--- config.mk ---
export PLATFORM = sky130hd
export DESIGN_NAME = calc1_port_responder
export DESIGN_NICKNAME = d
export VERILOG_FILES = /design/src/rtl/calc1_pkg.sv /design/src/rtl/calc1_alu.sv /design/src/rtl/calc1_port_responder.sv
export SDC_FILE = /design/constraint.sdc
export NUM_CORES = 1
export LEC_CHECK = 0
export ABC_AREA = 1
export BUFFER_PORTS_ARGS = -buffer_cell sky130_fd_sc_hd__buf_4
export CORE_ASPECT_RATIO = 2
export CORE_MARGIN = 8
export CORE_UTILIZATION = 50
export CTS_BUF_LIST = sky130_fd_sc_hd__clkbuf_4
export CTS_CLUSTER_DIAMETER = 50
export DETAILED_ROUTE_END_ITERATION = 8
export PLACE_DENSITY = 0.67
export SYNTH_ARGS = -nofsm -noshare
export SYNTH_HDL_FRONTEND = slang
export SYNTH_SLANG_ARGS = --single-unit
--- constraint.sdc ---
create_clock -name c_clk -period 3.6 [get_ports c_clk]
set_input_delay 0.36 -clock c_clk [delete_from_list [all_inputs] [get_ports c_clk]]
set_output_delay 0.36 -clock c_clk [all_outputs]
set_load 0.02 [all_outputs]
--- src/rtl/calc1_pkg.sv ---
`default_nettype none
// ============================================================================
// Module      : calc1_pkg
// Description : Shared command/response codes and FSM state type for the
//               calc1 request/response port.
// Revision    : 1.0 - initial release
// ============================================================================
package calc1_pkg;

  localparam logic [0:3] CMD_NOP = 4'd0;
  localparam logic [0:3] CMD_ADD = 4'd1;
  localparam logic [0:3] CMD_SUB = 4'd2;
  localparam logic [0:3] CMD_SHL = 4'd5;
  localparam logic [0:3] CMD_SHR = 4'd6;

  localparam logic [0:1] RESP_NONE = 2'd0;
  localparam logic [0:1] RESP_OK   = 2'd1;
  localparam logic [0:1] RESP_ERR  = 2'd2;
  localparam logic [0:1] RESP_RSVD = 2'd3;

  typedef enum logic [1:0] {
    IDLE = 2'd0,
    OP2  = 2'd1,
    EXEC = 2'd2
  } state_t;

endpackage : calc1_pkg
`default_nettype wire

--- src/rtl/calc1_alu.sv ---
`default_nettype none
// ============================================================================
// Module      : calc1_alu
// Description : Combinational calc1 datapath. Maps {cmd, op1, op2} to a
//               response code and result. Bit 0 is the MSB on all buses.
// Revision    : 1.0 - initial release
// ============================================================================
module calc1_alu
  import calc1_pkg::*;
#(
  parameter int SHIFT_BITS = 5
) (
  input  logic [0:3]  i_cmd,
  input  logic [0:31] i_op1,
  input  logic [0:31] i_op2,
  output logic [0:1]  o_resp,
  output logic [0:31] o_data
);

  logic [32:0]           w_sum;
  logic [SHIFT_BITS-1:0] w_amt;

  assign w_sum = {1'b0, i_op1} + {1'b0, i_op2};
  assign w_amt = i_op2[32-SHIFT_BITS:31];

  // Decode the command; anything unrecognised reports an error with zero data
  always_comb begin
    o_resp = RESP_ERR;
    o_data = 32'd0;
    case (i_cmd)
      CMD_ADD: begin
        if (!w_sum[32]) begin
          o_resp = RESP_OK;
          o_data = w_sum[31:0];
        end
      end
      CMD_SUB: begin
        if (i_op2 <= i_op1) begin
          o_resp = RESP_OK;
          o_data = i_op1 - i_op2;
        end
      end
      CMD_SHL: begin
        o_resp = RESP_OK;
        o_data = i_op1 << w_amt;
      end
      CMD_SHR: begin
        o_resp = RESP_OK;
        o_data = i_op1 >> w_amt;
      end
      default: begin
        o_resp = RESP_ERR;
        o_data = 32'd0;
      end
    endcase
  end

endmodule : calc1_alu
`default_nettype wire

--- src/rtl/calc1_port_responder.sv ---
`default_nettype none
// ============================================================================
// Module      : calc1_port_responder
// Description : Responder end of one calc1 port. Captures cmd+op1 then op2,
//               waits LATENCY edges and emits a one-cycle response.
//               Optional feature macro: CALC1_DROP_CNT_EN adds drop_cnt, a
//               saturating count of commands dropped while busy.
// Revision    : 1.0 - initial release
// ============================================================================
module calc1_port_responder
  import calc1_pkg::*;
#(
  parameter int LATENCY    = 4,
  parameter int SHIFT_BITS = 5
) (
  input  logic        c_clk,
  input  logic        reset_n,
  input  logic [0:3]  req_cmd_in,
  input  logic [0:31] req_data_in,
  output logic [0:1]  out_resp,
  output logic [0:31] out_data,
  output logic        busy
`ifdef CALC1_DROP_CNT_EN
  ,
  output logic [0:7]  drop_cnt
`endif
);

  localparam logic [3:0] c_CNT_LOAD = 4'(LATENCY - 1);

  state_t      r_state;
  state_t      w_state_nxt;
  logic [0:3]  r_cmd,  w_cmd_nxt;
  logic [0:31] r_op1,  w_op1_nxt;
  logic [0:31] r_op2,  w_op2_nxt;
  logic [3:0]  r_cnt,  w_cnt_nxt;
  logic [0:1]  r_resp, w_resp_nxt;
  logic [0:31] r_data, w_data_nxt;
  logic [0:1]  w_alu_resp;
  logic [0:31] w_alu_data;

  // The ALU always sees the latched request; its result is only sampled when the count expires
  calc1_alu #(
    .SHIFT_BITS (SHIFT_BITS)
  ) u_alu (
    .i_cmd  (r_cmd),
    .i_op1  (r_op1),
    .i_op2  (r_op2),
    .o_resp (w_alu_resp),
    .o_data (w_alu_data)
  );

  // State and datapath registers; reset aborts any in-flight request
  always_ff @(posedge c_clk or negedge reset_n) begin
    if (!reset_n) begin
      r_state <= IDLE;
      r_cmd   <= CMD_NOP;
      r_op1   <= 32'd0;
      r_op2   <= 32'd0;
      r_cnt   <= 4'd0;
      r_resp  <= RESP_NONE;
      r_data  <= 32'd0;
    end else begin
      r_state <= w_state_nxt;
      r_cmd   <= w_cmd_nxt;
      r_op1   <= w_op1_nxt;
      r_op2   <= w_op2_nxt;
      r_cnt   <= w_cnt_nxt;
      r_resp  <= w_resp_nxt;
      r_data  <= w_data_nxt;
    end
  end

  // Next-state logic; response outputs default to zero so they last exactly one cycle
  always_comb begin
    w_state_nxt = r_state;
    w_cmd_nxt   = r_cmd;
    w_op1_nxt   = r_op1;
    w_op2_nxt   = r_op2;
    w_cnt_nxt   = r_cnt;
    w_resp_nxt  = RESP_NONE;
    w_data_nxt  = 32'd0;
    case (r_state)
      IDLE: begin
        if (req_cmd_in != CMD_NOP) begin
          w_cmd_nxt   = req_cmd_in;
          w_op1_nxt   = req_data_in;
          w_state_nxt = OP2;
        end
      end
      OP2: begin
        w_op2_nxt   = req_data_in;
        w_cnt_nxt   = c_CNT_LOAD;
        w_state_nxt = EXEC;
      end
      EXEC: begin
        if (r_cnt == 4'd0) begin
          w_resp_nxt  = w_alu_resp;
          w_data_nxt  = (w_alu_resp == RESP_OK) ? w_alu_data : 32'd0;
          w_state_nxt = IDLE;
        end else begin
          w_cnt_nxt = r_cnt - 4'd1;
        end
      end
      default: w_state_nxt = IDLE;
    endcase
  end

  assign out_resp = r_resp;
  assign out_data = r_data;
  assign busy     = (r_state == OP2) || (r_state == EXEC);

`ifdef CALC1_DROP_CNT_EN
  logic [0:7] r_drop_cnt;
  logic       w_drop;

  assign w_drop = busy && (req_cmd_in != CMD_NOP);

  // Saturating count of commands that arrived while the port was busy
  always_ff @(posedge c_clk or negedge reset_n) begin
    if (!reset_n) begin
      r_drop_cnt <= 8'd0;
    end else if (w_drop && (r_drop_cnt != 8'hFF)) begin
      r_drop_cnt <= r_drop_cnt + 8'd1;
    end
  end

  assign drop_cnt = r_drop_cnt;
`endif

endmodule : calc1_port_responder
`default_nettype wire

==> summary.md <==
| Metric | Value |
|---|---|
| Clock latency on the worst-skew pair | `0.62 ns` |
| DRC Markers | `0` |
| Crit path max fanout | `50` |
| WS Path Type | `reg -> reg` |
| CTS resizes | `0` |
| Total core area | `25,650 µm²` |
| RSZ-0062 raised after global routing | `false` |
| Net count, final | `2,441` |
| Met2 WL | `29,050 µm` |
| Synth Register Bits | `108` |
| WHS | `0.3097 ns` |
| Die W | `between 100 and 150 µm` |
| Worst Skew | `between 0.02 and 0.025 ns` |
| Final Slew Violations | `0` |
| Final ANT Viol Nets | `0` |
| Root buffer cell | `clkbuf_4` |
| Clk buf depth | `2` |
| Port-buffer cells | `72` |
| Total GRT Usage | `37.26%` |
| CP Cell Sequence | `buf_4, inv_1, buf_12, a21boi_0, o21ai_0, nand2_1, nand3_1, nand2_1, nor2_1, nor2_1, nand2_1, nor2_1, nor2_2` |
| Storage element area | `2705 µm²` |
| Status | `finished, final reports clean` |
| FMAX | `294.3 MHz` |
| DRT Pass-1 Iters | `5` |
| HPWL Detailed | `47,070 µm` |
| Synth Area in Adders | `7.030%` |
| Post-synth top area cell | `nand2_1` |
| H-tree depth | `3` |
| EDFF count, synth | `0` |
| # clock sinks | `108` |
| Fin crit share | `94.38%` |
| Prevailing post-synth register cell | `dfrtp_1` |
| XOR/XNOR share of the synthesized area | `1.882%` |
| Worst rel slew slack | `21.77%` |
| Worst hold path type | `in -> async` |
| Clk pin slew, worst setup/hold paths | `0.22 ns` |
| P&R area growth vs syn | `9.315%` |
| First-pass GRT wire length | `86,690 µm` |
| Synth cell types | `43` |
| Via count | `15,170` |
| Synthesized Nets | `2,397` |
| Avg Cell Area, Syn | `between 5 and 6 µm²` |
| # fillers | `2,726` |
| Final WL | `58,580 µm` |
| CTS tree | `built` |
| Final hold vios | `0` |
| I/O pin total | `73` |
| Area share of the largest cell type after synthesis | `22.15%` |
| Post-Syn Area | `13,030 µm²` |
| Compound-gate portion of the synthesized area | `8.893%` |
| Largest net degree at the start of global routing | `between 60 and 70` |
| Vias in the first global route | `14,850` |
| Drt initial violations | `1,449` |
| Synth top area cells | `nand2_1, dfrtp_1, nand3_1` |
| Initial antenna violation count | `2` |
| Drt wl/cell | `21.88 µm` |
| Die Footprint | `roughly 32,000 µm²` |
| CP max-delay cell | `buf_4` |
| DRT met1 WL | `around 20,000 µm` |
| Num CTS Buffers | `9` |
| Setup Buffers After CTS | `0` |
| Mapped Cells | `2,287` |
| Row count | `slightly above 80` |
| Data required, critical path | `roughly 4.1 ns` |
| Met3 WL | `around 3400 µm` |
| Crit path largest cell delay | `0.49 ns` |
| Via/cell ratio | `5.666` |
| Crit start category | `flip-flop` |
| Critical path endpoint category | `flip-flop` |
| Asr flop ratio synth | `100.0%` |
| Setup_tns | `0 ns` |
| Highest metal used | `met4` |
| Largest family of logic cells by synthesized area | `simple AND/OR/NAND/NOR gates` |
| Max-cap violation count | `0` |
| Grt ovf | `0` |
| Die height | `244.3 µm` |
| Slew @ Worst Pin | `1.167 ns` |
| Mux cell area share after synthesis | `under 10%` |
| Layout cell share with drive strength beyond 1 | `8.690%` |
| Initial Util | `50.79%` |
| Period minus WS final | `3.398 ns` |
| Footprint of the multi-input gates | `8548 µm²` |
| Sequential element share of the synthesized area | `20.74%` |
| Worst EP arrival | `3.91 ns` |
| Gpl congestion | `1.039` |
| Ys Warns | `0` |
| Synth Area in Simple Gates | `45.66%` |
| Setup violations, final | `0` |
==> per-layer routing <==
metal | GRT usage, % | up-vias
li1 | - | 7209
met1 | 38.30 | 6960
met2 | 64.11 | 758
met3 | 4.120 | 246
met4 | 34.41 | 0
met5 | 0 | -
==> Yosys cell counts, drive strengths merged (23+ instances only) <==
cell type	instances
a21oi	81
buf	62
clkbuf	41
dfrtp	108
ha	70
inv	339
nand2	785
nand3	280
nand4	23
nor2	285
o21ai	82
xor2	27
==> worst max-delay path: cells and delay by family, from the launching register on <==
family	cells	cell delay [ns]
flip-flops	1	0.44
AO/OA/AOI/OAI	2	0.66
AND/OR/NAND/NOR	8	1.03
buffers and inverters	3	1.13
==> kinds of logic (layout without fill, tap and decap cells) <==
kind of cell               after synthesis  in the layout
buffers and inverters                  442            491
muxes                                   24             24
other                                    0              2
DFF                                    108            108
AOI/OAI and AO/OA                      207            207
and+or+nand+nor                       1406           1406
adders and majority gates               72             72
xor gates and xnor gates                28             28
==> final timing paths <==
check,startpoint,to,slack [ns],cells past startpoint
worst max-delay path,r_op2[31]$_DFFE_PN0P_,out_data[10]$_DFF_PN0_,0.20,13
worst min-delay path,reset_n,r_op2[21]$_DFFE_PN0P_,0.31,2
worst max register to register,r_op2[31]$_DFFE_PN0P_,out_data[10]$_DFF_PN0_,0.20,13
worst min register to register,r_cnt[0]$_DFFE_PN0P_,r_cnt[0]$_DFFE_PN0P_,0.52,1
max in group asynchronous,reset_n,r_op1[5]$_DFFE_PN0P_,2.46,3
min in group c_clk,req_data_in[26],r_op2[26]$_DFFE_PN0P_,0.49,4
==> timing repair <==
item	in CTS	in global routing
hold buffers	37	0
hold endpoints to repair	115	0
endpoints found under the setup margin	0	0
==> placed cells by master, fill, tap and decap left out, types with 3 or more instances in the layout <==
| cell type | synthesis | routed |
|---|---|---|
| o21a_1 | 7 | 7 |
| a21oi_1 | 78 | 78 |
| nand2_2 | 12 | 13 |
| mux2_2 | 21 | 21 |
| buf_4 | 16 | 97 |
| nor3_2 | 2 | 3 |
| and2_1 | 9 | 9 |
| inv_1 | 331 | 329 |
| ha_1 | 70 | 69 |
| inv_2 | 8 | 10 |
| or2_2 | 4 | 4 |
| nand3_1 | 271 | 271 |
| nand4_1 | 23 | 23 |
| o21ai_1 | 3 | 3 |
| o21ai_0 | 79 | 79 |
| nor2_1 | 269 | 268 |
| dlygate4sd3_1 | 0 | 37 |
| o211ai_1 | 21 | 21 |
| nand2_1 | 769 | 768 |
| clkbuf_4 | 0 | 9 |
| nor2_2 | 11 | 12 |
| nor2_4 | 5 | 5 |
| nand3_2 | 9 | 9 |
| mux2i_1 | 3 | 3 |
| nand3b_1 | 3 | 3 |
| a31oi_1 | 3 | 3 |
| a21boi_0 | 3 | 3 |
| dfrtp_1 | 108 | 106 |
| o21bai_1 | 7 | 7 |
| nand2_4 | 4 | 4 |
| nor3_1 | 12 | 11 |
| xor2_1 | 27 | 27 |
==> stage by stage <==
stage	cells	area (µm²)	util [%]	setup slack, ns
6_report	2678	14240	55.52	0.2023
4_1_cts	2676	14240	55.50	0.3625
3_5_place_dp	2623	13720	53.49	0.4051
2_1_floorplan	2287	13030	-	0.9097
5_1_grt	2678	14240	55.52	0.07611
3_3_place_gp	2623	13720	53.49	0.4062
==> registers in the layout, indices dropped and copies added, names as in the netlist <==
register,cells
r_state,2
r_op1,32
r_cnt,4
r_cmd,4
out_resp,2
r_op2,32
out_data,32
==> cell type report <==
class,count,area share (%)
multi-input combinational,1737,60.02
tap,340,2.987
sequential,108,18.99
inverter,339,8.934
clock buffer,9,0.4744
timing repair buffer,136,7.994
clock inverter,7,0.5622
antenna,2,0.03514
Power is not shown: default switching activity piles up to over one toggle a cycle in this logic, so the estimate is an artifact.
